`src/rtl/mul_sched.sv`:
```
// mul_sched: round-robin scheduler that shares one sequential 8x8 multiplier
// among NREQ requesters.
//
// A request is accepted in IDLE and acknowledged with a one-hot ack_o pulse. The
// operands are driven to the multiplier together with a single m_start pulse. The
// scheduler then waits for m_fin and returns the product with a one-hot rvalid_o
// pulse to the requester that owns the job. A hung multiplier is aborted after TMO
// WAIT cycles, and that abort is reported as rvalid_o with err_o=1 and result_o=0.
//
// Ports:
//   ck        clock, all state changes on the rising edge
//   rst       synchronous active-high reset
//   req_i     per-requester request level
//   a_i, b_i  packed operands, requester k uses bits [8k+7:8k]
//   ack_o     one-hot 1-cycle pulse, operands accepted
//   result_o  product of the last completed job (0 after a timeout)
//   rvalid_o  one-hot 1-cycle pulse, result_o valid for that requester
//   err_o     qualifies rvalid_o, 1 = timeout abort
//   busy_o    high while a job is outstanding (state WAIT)
//   m_a, m_b  operands to the multiplier, held stable during WAIT
//   m_start   start pulse to the multiplier
//   m_o       product from the multiplier
//   m_fin     done from the multiplier
module mul_sched #(
  parameter int unsigned NREQ = 4,
  parameter int unsigned TMO  = 64
) (
  input  logic              ck,
  input  logic              rst,
  input  logic [NREQ-1:0]   req_i,
  input  logic [8*NREQ-1:0] a_i,
  input  logic [8*NREQ-1:0] b_i,
  output logic [NREQ-1:0]   ack_o,
  output logic [16:0]       result_o,
  output logic [NREQ-1:0]   rvalid_o,
  output logic              err_o,
  output logic              busy_o,
  output logic [7:0]        m_a,
  output logic [7:0]        m_b,
  output logic              m_start,
  input  logic [16:0]       m_o,
  input  logic              m_fin
);

  localparam int unsigned PW = (NREQ > 1) ? $clog2(NREQ) : 1;

  typedef enum logic {
    IDLE = 1'b0,
    WAIT = 1'b1
  } state_t;

  state_t          state, state_n;
  logic [PW-1:0]   rr_ptr, rr_ptr_n;
  logic [PW-1:0]   owner, owner_n;
  logic [7:0]      cnt, cnt_n;
  logic [NREQ-1:0] ack_n, rvalid_n;
  logic [16:0]     result_n;
  logic            err_n, start_n;
  logic [7:0]      m_a_n, m_b_n;

  logic            gnt_found;
  logic [PW-1:0]   gnt;
  logic [PW-1:0]   owner_inc;
  logic [PW:0]     sum;

  // Round-robin search: the first set request at or above rr_ptr, wrapping modulo
  // NREQ. The sum has an extra bit so that the wrap also works when NREQ is not a
  // power of two.
  always_comb begin
    gnt_found = 1'b0;
    gnt       = '0;
    sum       = '0;
    for (int unsigned i = 0; i < NREQ; i++) begin
      sum = {1'b0, rr_ptr} + (PW+1)'(i);
      if (sum >= (PW+1)'(NREQ)) begin
        sum = sum - (PW+1)'(NREQ);
      end
      if (!gnt_found && req_i[sum[PW-1:0]]) begin
        gnt_found = 1'b1;
        gnt       = sum[PW-1:0];
      end
    end
  end

  always_comb begin
    owner_inc = (owner == PW'(NREQ - 1)) ? '0 : owner + 1'b1;
  end

  always_comb begin
    state_n  = state;
    rr_ptr_n = rr_ptr;
    owner_n  = owner;
    cnt_n    = cnt;
    ack_n    = '0;
    rvalid_n = '0;
    err_n    = 1'b0;
    start_n  = 1'b0;
    result_n = result_o;
    m_a_n    = m_a;
    m_b_n    = m_b;
    case (state)
      IDLE: begin
        if (gnt_found) begin
          m_a_n      = a_i[8*gnt +: 8];
          m_b_n      = b_i[8*gnt +: 8];
          start_n    = 1'b1;
          ack_n[gnt] = 1'b1;
          owner_n    = gnt;
          cnt_n      = '0;
          state_n    = WAIT;
        end
      end
      WAIT: begin
        cnt_n = cnt + 8'd1;
        // m_start is still high only in the first WAIT cycle, so it masks m_fin
        // there. m_fin takes priority over a timeout in the same cycle.
        if (!m_start && m_fin) begin
          result_n        = m_o;
          rvalid_n[owner] = 1'b1;
          rr_ptr_n        = owner_inc;
          cnt_n           = '0;
          state_n         = IDLE;
        end else if (cnt == 8'(TMO)) begin
          result_n        = '0;
          rvalid_n[owner] = 1'b1;
          err_n           = 1'b1;
          rr_ptr_n        = owner_inc;
          cnt_n           = '0;
          state_n         = IDLE;
        end
      end
      default: state_n = IDLE;
    endcase
  end

  always_ff @(posedge ck) begin
    if (rst) begin
      state    <= IDLE;
      rr_ptr   <= '0;
      owner    <= '0;
      cnt      <= '0;
      ack_o    <= '0;
      rvalid_o <= '0;
      err_o    <= 1'b0;
      result_o <= '0;
      m_a      <= '0;
      m_b      <= '0;
      m_start  <= 1'b0;
    end else begin
      state    <= state_n;
      rr_ptr   <= rr_ptr_n;
      owner    <= owner_n;
      cnt      <= cnt_n;
      ack_o    <= ack_n;
      rvalid_o <= rvalid_n;
      err_o    <= err_n;
      result_o <= result_n;
      m_a      <= m_a_n;
      m_b      <= m_b_n;
      m_start  <= start_n;
    end
  end

  assign busy_o = (state == WAIT);

endmodule

```
`config.mk`:
```
export PLATFORM = sky130hd
export DESIGN_NAME = mul_sched
export DESIGN_NICKNAME = d
export VERILOG_FILES = /design/src/rtl/mul_sched.sv
export SDC_FILE = /design/constraint.sdc
export NUM_CORES = 1
export LEC_CHECK = 0
export ABC_AREA = 1
export BUFFER_PORTS_ARGS = -buffer_cell sky130_fd_sc_hd__buf_2
export CORE_UTILIZATION = 45
export CTS_BUF_LIST = sky130_fd_sc_hd__clkbuf_8
export CTS_CLUSTER_SIZE = 28
export DETAILED_ROUTE_END_ITERATION = 12
export HOLD_SLACK_MARGIN = 0.06
export PLACE_DENSITY = 0.76
export SLEW_MARGIN = 0
export SYNTH_ARGS = -nofsm -noshare
export SYNTH_HDL_FRONTEND = slang
export SYNTH_SLANG_ARGS = --single-unit
```
`constraint.sdc`:
```
create_clock -name ck -period 2.2 [get_ports ck]
set_input_delay 0.22 -clock ck [delete_from_list [all_inputs] [get_ports ck]]
set_output_delay 0.22 -clock ck [all_outputs]
set_load 0.05 [all_outputs]
```
# After elaboration in Yosys (flattened, before gate mapping)
# Index checks and enable logic that the tools add are counted.
dict set report word_totals {
  reg_bits 56
  input_bits 88
  out_inout_bits 44
  wordCells 96
}
dict set report classes {
  addsub 9
  magnitude_cmp 12
  n_eq_ne 3
  shift 2
  n_mux 40
  bitwise_logic 2
  reduce_logical 17
}
# op count
set op_table {}
lappend op_table {{indexed part select 32 x 6 -> 8 bit} 2}
lappend op_table {{two-way mux 17 bit} 2}
lappend op_table {{two-way mux 8 bit} 3}
lappend op_table {{two-way mux 2 bit} 11}
lappend op_table {{< comparator 2 x 3 -> 1 bit, second input constant} 6}
lappend op_table {{one-hot mux 8 bit (2 select lines)} 1}
lappend op_table {{two-way mux 1 bit} 14}
lappend op_table {{greater-or-equal comparator 3 bit, second input constant} 3}
lappend op_table {{adder 8 x 1 -> 8 bit, second input constant} 1}
lappend op_table {{binary-select mux 1 bit (select 2 bit)} 4}
lappend op_table {{== test 8 x 7 -> 1 bit, second input constant} 1}
lappend op_table {{two-way mux 4 bit} 2}
lappend op_table {{subtractor 2 x 1 -> 2 bit, second input constant} 4}
lappend op_table {{adder 2 x 2 -> 3 bit, second input constant} 2}
lappend op_table {{logical AND 1 bit} 6}
lappend op_table {{OR reduction 3 bit} 2}
lappend op_table {{demux 1 bit (select 2 bit)} 2}
lappend op_table {{greater-or-equal comparator 2 x 1 -> 1 bit, second input constant} 2}
lappend op_table {{logical NOT 1 bit} 4}
lappend op_table {{AND reduction 2 bit} 2}
lappend op_table {{OR reduction 2 bit} 2}
lappend op_table {{adder 2 x 1 -> 3 bit, second input constant} 1}
lappend op_table {{greater-or-equal comparator 2 x 3 -> 1 bit, second input constant} 1}
lappend op_table {{adder 2 x 1 -> 2 bit, second input constant} 1}
lappend op_table {{other kinds (5)} 6}

# Longest topological paths before layout
# Gate-level depths: netlist of the first run.
dict set report logic_depth {
  ltp_word 18
  ltp_mapped 16
  mapped_depth_nobuf 15
}

# Worst setup path before layout of the first run
# No wires, ideal clock.
dict set report synth_timing {
  kind {register to register}
  start {register m_start}
  end {register result_o[10]}
  setup_time_ps 62
  arrival_time_ps 1894
  required_ps 2138
  slack_ps 244
  stages_incl_launch_ff 7
  n_path_buf 1
  period_less_slack_ps 1956
  path_cell_list {dfxtp_1 nor2_1 nor2_1 nor2_1 nor2_2 buf_2 a32o_1}
}
dict set report synth_between {
  elab_chain_cells 4
  elab_cells_between_ends 5
  cone_classes {mux: 1; reduce/logical: 4}
}
# element line_no
set synth_lines {}
lappend synth_lines {{from (decl)} 40} ;# output logic m_start,
lappend synth_lines {{from (signal assigned)} 160} ;# m_start <= start_n;
lappend synth_lines {{logical NOT 1 bit *} 117} ;# if (!m_start && m_fin) begin
lappend synth_lines {{logical AND 1 bit *} 117}
lappend synth_lines {{nonzero test 2 bit (no line)} -}
lappend synth_lines {{AND reduction 2 bit (no line)} -}
lappend synth_lines {{to (signal assigned)} 157} ;# result_o <= result_n;
lappend synth_lines {{to (decl)} 34} ;# output logic [16:0] result_o,
# Every way passes the cells marked *; elsewhere a longest branch is shown, timed or not.
# A chain may end at the register's enable or synchronous reset.

# Worst setup path in the final report of the first run
dict set report layout_timing {
  start {register rr_ptr[0]}
  end {register m_a[0]}
}
dict set report layout_between {
  elab_chain_cells 15
  elab_cells_between_ends 39
  cone_classes {add/sub: 7; order compare: 4; shift: 1; mux: 20; reduce/logical: 7}
}
# element line_no
set layout_lines {}
lappend layout_lines {{from (decl)} 53} ;# logic [PW-1:0] rr_ptr, rr_ptr_n;
lappend layout_lines {{from (signal assigned)} 151} ;# rr_ptr <= rr_ptr_n;
lappend layout_lines {{branches (longest 15 deep; another with adder 2 x 1 -> 3 bit)} -}
lappend layout_lines {{to (signal assigned)} 158} ;# m_a <= m_a_n;
lappend layout_lines {{to (decl)} 38} ;# output logic [7:0] m_a,
# Parallel ways; which one is timed is not known. The select of a mux whose other input is x is not followed.

==> results of run 1 <==
[repair_timing]
action                                  CTS  global route
hold endpoints to repair                  0             0
endpoints found under the setup margin    0            18
resized for setup                         0             6
buffers inserted                          0             0
[final cells by class]
| cell class | instances | area (um2) | share of cell area (%) |
|---|---|---|---|
| multi-input combinational | 336 | 1670 | 42.7 |
| sequential | 56 | 1120 | 28.6 |
| timing repair buffer | 144 | 757 | 19.3 |
| inverter | 46 | 175 | 4.47 |
| tap | 77 | 96.3 | 2.46 |
| clock buffer | 6 | 82.6 | 2.11 |
| clock inverter | 2 | 13.8 | 0.351 |
[layout by cell type (no fill, tap or decap), drive strengths merged, types with 7 or more instances in the layout]
master,count
o21ai,9
nand4,33
nand2,169
inv,47
a21oi,7
nor2,46
dfxtp,56
nand3,32
nor3,8
buf,144
a32o,17
[cell families after synthesis]
family                     after synthesis  share of synthesized area [%]
and+or+nand+nor                        292                           41.8
buffers and inverters                   72                           10.3
adders and majority gates                6                           2.43
AOI/OAI and AO/OA                       37                           9.24
DFF                                     56                           36.3
[sequential cells by signal (all words and copies together), names as in the netlist]
name	cells
m_b	8
cnt	8
m_start	1
busy_o	1
err_o	1
owner	2
rr_ptr	2
result_o	17
ack_o	4
rvalid_o	4
m_a	8
[where the power goes]
part	internal (mW)	switching [mW]
Sequential	1.12	0.0657
Clock	0.258	0.337
Combinational	0.423	0.999
Total	1.80	1.40
[metal layers]
layer	global-route usage, %	vias up	wire (um)
li1	-	1775	-
met1	27.5	1540	3550
met2	42.9	181	4170
met3	4.38	11	705
met4	6.93	0	126
met5	0	-	0
[worst max-delay path by stage]
stage                      startpoint                   endpoint  slack (ns)  cells after the start
2_1_floorplan      m_start$_SDFF_PP0_  result_o[10]$_SDFFE_PP0P_        0.24                      6
3_3_place_gp   rr_ptr[0]$_SDFFE_PP0P_        m_b[5]$_SDFFE_PP0P_        0.17                     13
3_5_place_dp   rr_ptr[0]$_SDFFE_PP0P_        m_a[5]$_SDFFE_PP0P_        0.11                     13
4_1_cts        rr_ptr[0]$_SDFFE_PP0P_        m_a[5]$_SDFFE_PP0P_        0.11                     13
5_1_grt        rr_ptr[0]$_SDFFE_PP0P_        m_a[6]$_SDFFE_PP0P_       0.003                     13
6_report       rr_ptr[0]$_SDFFE_PP0P_        m_a[0]$_SDFFE_PP0P_        0.15                     13
==> impl_metrics.toml, run 1 <==
[yosys]
synth_area_leaders = "dfxtp_1 36%, nand2_1 20%, nand4_1 6.7%"
synth_async_sr_flop_share_pct = 0
synth_area_um2 = 3090
syn_nets = 557
synth.largest_area_cell = "dfxtp_1"
synth_flop_cell = "dfxtp_1"
ys_types = 31
yosysTopAreaCellShare_pct = 36.3
synthTopCellsByCount = "167 x nand2_1, 56 x dfxtp_1, 43 x nor2_1"
ys_seq_elements = 56
synth_edf_count = 0
synth_cells = 463
ys_warn_count = 0
avgSynthCellArea_um2 = 6.67
ys_seq_area_share_pct = 36.3
synth.most_common_cell = "nand2_1"

[route]
drtAntennaViolNets = 0
drt-initial-drc-count = 129
first_pass_iters = 8
wl_per_cell_um = 12.8
drc = 9
wirelength_um = 8550
vias_per_cell = 5.26
vias = 3507

[timing]
finalSetupTns_ns = 0
hold_slack_ns = 0.149
fin_crit_sh_pct = 93.3
setup_slack_ns = 0.148
setup_violations = 0
slew_violations = 0
max_freq_ghz = 0.487
worstMarginPinSlew_ns = 0.816
relSlewSlack_pct = 45.5
final-hold-violation-count = 0
period_needed_ns = 2.05
skew_ns = 0.0110
grt_setup_unrepaired = "false"

[finish]
fin_area_um2 = 3920
final_cells = 667
layout-drive-gt1-share_pct = 28.8
n_antenna_cell = 0
n_fill_cell = 605
final_core_util_pct = 60.3
final_net_count = 683
area_growth_pct = 27.0

[floorplan]
die-height_um = 84.8
die_w_um = 84.8
start_util_pct = 47.5
fp-row-count = 29
dieArea_um2 = 7190
io_pins = 132
core_um2 = 6490

[pwr]
peakVddDrop_mv = 0.386
cellPowerDensity_nw_per_um2 = 816
power_mw = 3.20
power.leakage_nw = 2.17

[setup_path]
reg2reg_slack_ns = 0.15
reg2reg_to = "m_a[0]$_SDFFE_PP0P_"
crit_path_end_kind = "flop"
reg2reg_from = "rr_ptr[0]$_SDFFE_PP0P_"
required_ns = 2.42
path_class = "reg2reg"
cp.arrival_ns = 2.27
crit_buf_inv = 3
crit_fanout = 32
timing.critical_path.mode_cell = "nand2_1"
max_stage_delay_ns = 0.38
crit_slowest_cell = "dfxtp_2"
crit_chain = "inv_2 -> nand2_1 -> nand3_1 -> nand2_1 -> nor2_4 -> nand3_4 -> buf_4 -> nand4_1 -> nand2_1 -> nand2_1 -> nand3_1 -> nand2_1 -> inv_1"
crit_path_start_kind = "flop"
reg2regPathDepth = 13
path_delay_family = "simple AND/OR/NAND/NOR gates"

[clock_tree]
cts.clk_slew.worst_paths_ns = 0.11
h-tree-depth = 2
cts_tree = "built"
numCtsBuffers = 5
root_buffer = "clkbuf_8"
cts_buffer_depth = 2
cts.sinks = 56
clock_latency_ns = 0.31
ctsHoldBuffers = 0

[min_path]
hold_end = "result_o[13]$_SDFFE_PP0P_"
hold_class = "in2reg"
hold_path_depth = 2
hp-start = "m_o[13]"

[placed_design]
place.detailed.hpwl_um = 6360
portBuffers = 131
gp_congestion = 0.913
pre_cts_slack_ns = 0.115
placed_cell_area_um2 = 3790
dp_cells = 658

[flow_run]
maxCapViolations = 0

[outcome]
failed_checks = "design-rule violations"
outcome = "finished with violations"

[global_routing]
grt_pass1_vias = 3155
track_usage_pct = 23.3
overflow = 0
grt_max_degree = 36
antenna_found_initial = 0
grt_pass1_wl_um = 13700
(Power assumes the default switching activity.)
==> run 2, diff against run 1 <==
CAP_MARGIN = 10   (was default)
CORE_UTILIZATION = 49   (was 45)
PLACE_DENSITY = 0.82   (was 0.76)
==> run 2 against run 1 <==
The run now ends clean. Setup slack improved by 0.020 ns. Global-route usage increased by 3.1 points. Clock power decreased by 5.0%. First-iteration DRC count increased by 31%. Sequential cell count unchanged. Via count decreased by 0.23%. Sequential share of layout area decreased by 0.10 points. Non-clock buffer count decreased by 1. Final area increased by 0.57%. Combinational power about the same.
==> impl_metrics.toml, run 2 (synthesized netlist as in run 1, its figures left out) <==
[outcome]
outcome = "finished, final reports clean"

[clock_tree]
numCtsBuffers = 5
clock_latency_ns = 0.31
h-tree-depth = 2
post_cts_buffers = 0
ctsHoldBuffers = 0
cts_tree = "built"
cts_buffer_depth = 2
cts.sinks = 56
cts.clk_slew.worst_paths_ns = 0.10
root_buffer = "clkbuf_8"

[global_routing]
grt_pass1_wl_um = 13600
overflow = 0
antenna_found_initial = 0
grt_max_degree = 36
grt_pass1_vias = 3071
track_usage_pct = 26.4

[setup_path]
crit_chain = "inv_2 -> nand2_1 -> nand3_1 -> nand2_1 -> inv_1 -> nand2_1 -> nand2_2 -> nand3_4 -> nand2_1 -> nand2_1 -> nand2_1 -> nand3_1 -> nand2_1 -> inv_1"
crit_slowest_cell = "dfxtp_4"
path_delay_family = "simple AND/OR/NAND/NOR gates"
crit_path_end_kind = "flop"
cp.arrival_ns = 2.26
path_class = "reg2reg"
reg2reg_from = "rr_ptr[0]$_SDFFE_PP0P_"
crit_path_start_kind = "flop"
crit_buf_inv = 3
required_ns = 2.43
crit_fanout = 17
critPathLaunch = "rr_ptr[0]$_SDFFE_PP0P_"
timing.critical_path.mode_cell = "nand2_1"
max_stage_delay_ns = 0.39

[floorplan]
dieArea_um2 = 6620
io_pins = 132
core_um2 = 5990
die_w_um = 81.4
die-height_um = 81.4
start_util_pct = 51.5
fp-row-count = 28

[route]
met2WireLength_um = 4290
vias = 3499
vias_per_cell = 5.26
wl_per_cell_um = 13.1
first_pass_iters = 4
dr_wl_met3_um = 643
wirelength_um = 8700
drt-initial-drc-count = 169
drc = 0
drt-met1-wl_um = 3630
top_layer_used = "met4"
drtAntennaViolNets = 0

[pwr]
power.leakage_nw = 2.17
peakVddDrop_mv = 0.556
cellPowerDensity_nw_per_um2 = 809

[placed_design]
portBuffers = 131
dp_cells = 654
place.detailed.hpwl_um = 6440
placed_cell_area_um2 = 3790
gp_congestion = 0.925

[timing]
fin_crit_sh_pct = 92.4
final-hold-violation-count = 0
max_freq_ghz = 0.492
relSlewSlack_pct = 74.9
slew_violations = 0
hold_slack_ns = 0.141
setup_violations = 0
skew_ns = 0.00646
period_needed_ns = 2.03
finalSetupTns_ns = 0
worstMarginPinSlew_ns = 0.375

[flow_run]
maxCapViolations = 0

[min_path]
hp-start = "m_o[1]"
hold_class = "in2reg"

[finish]
multi_input_area_um2 = 1690
mostFrequentLayoutCells = "167 x nand2_1, 131 x buf_2, 55 x dfxtp_1"
n_antenna_cell = 0
final_cells = 665
final_net_count = 683
final_core_util_pct = 65.8
n_fill_cell = 552
final_common_cell = "nand2_1"
layout-drive-gt1-share_pct = 28.5
area_growth_pct = 27.7
fin_area_um2 = 3940
top_register = "result_o"
seq_area_um2 = 1120
largest_reg_flops = 17
[run 2: repair_timing]
| item | 4_1_cts | 5_1_grt |
|---|---|---|
| resized for setup | 1 | 6 |
| setup endpoints to repair | 1 | 16 |
| gates cloned | 0 | 2 |
| pin swaps | 0 | 2 |
[run 2: area by class of cell]
class / instances / share of cell area (%)
Multi-Input combinational cell: 337 / 42.9
Sequential cell: 56 / 28.5
Timing Repair Buffer: 143 / 19.4
Inverter: 46 / 4.38
Tap cell: 75 / 2.38
Clock buffer: 5 / 1.75
Clock inverter: 3 / 0.603
[run 2: final timing paths]
kind                               to  slack, ns  cells after the start
min reg2reg  result_o[1]$_SDFFE_PP0P_       0.47                      1
max reg2reg       m_b[1]$_SDFFE_PP0P_       0.17                     14
max               m_b[1]$_SDFFE_PP0P_       0.17                     14
min          result_o[1]$_SDFFE_PP0P_       0.14                      2
[run 2: per-layer routing]
metal	vias to the layer above	track usage (%)
li1	1770	-
met1	1540	32.5
met5	-	0
met4	0	8.57
met3	16	4.38
met2	173	46.2
[run 2: where the power goes]
part,leakage (nW),total (mW),switching (mW),internal (mW)
sequential,0.459,1.19,0.0730,1.12
combinational,1.67,1.43,1.01,0.428
clock,0.0404,0.565,0.339,0.226
total,2.17,3.19,1.42,1.77
[run 2: per-stage QoR]
step / power [mW] / setup WS (ns)
detailed placement: 2.59 / 0.0232
CTS: 3.16 / 0.117
global route: 3.42 / -0.00565
floorplan: 2.26 / 0.244
global placement: 2.56 / 0.105
finish: 3.19 / 0.168
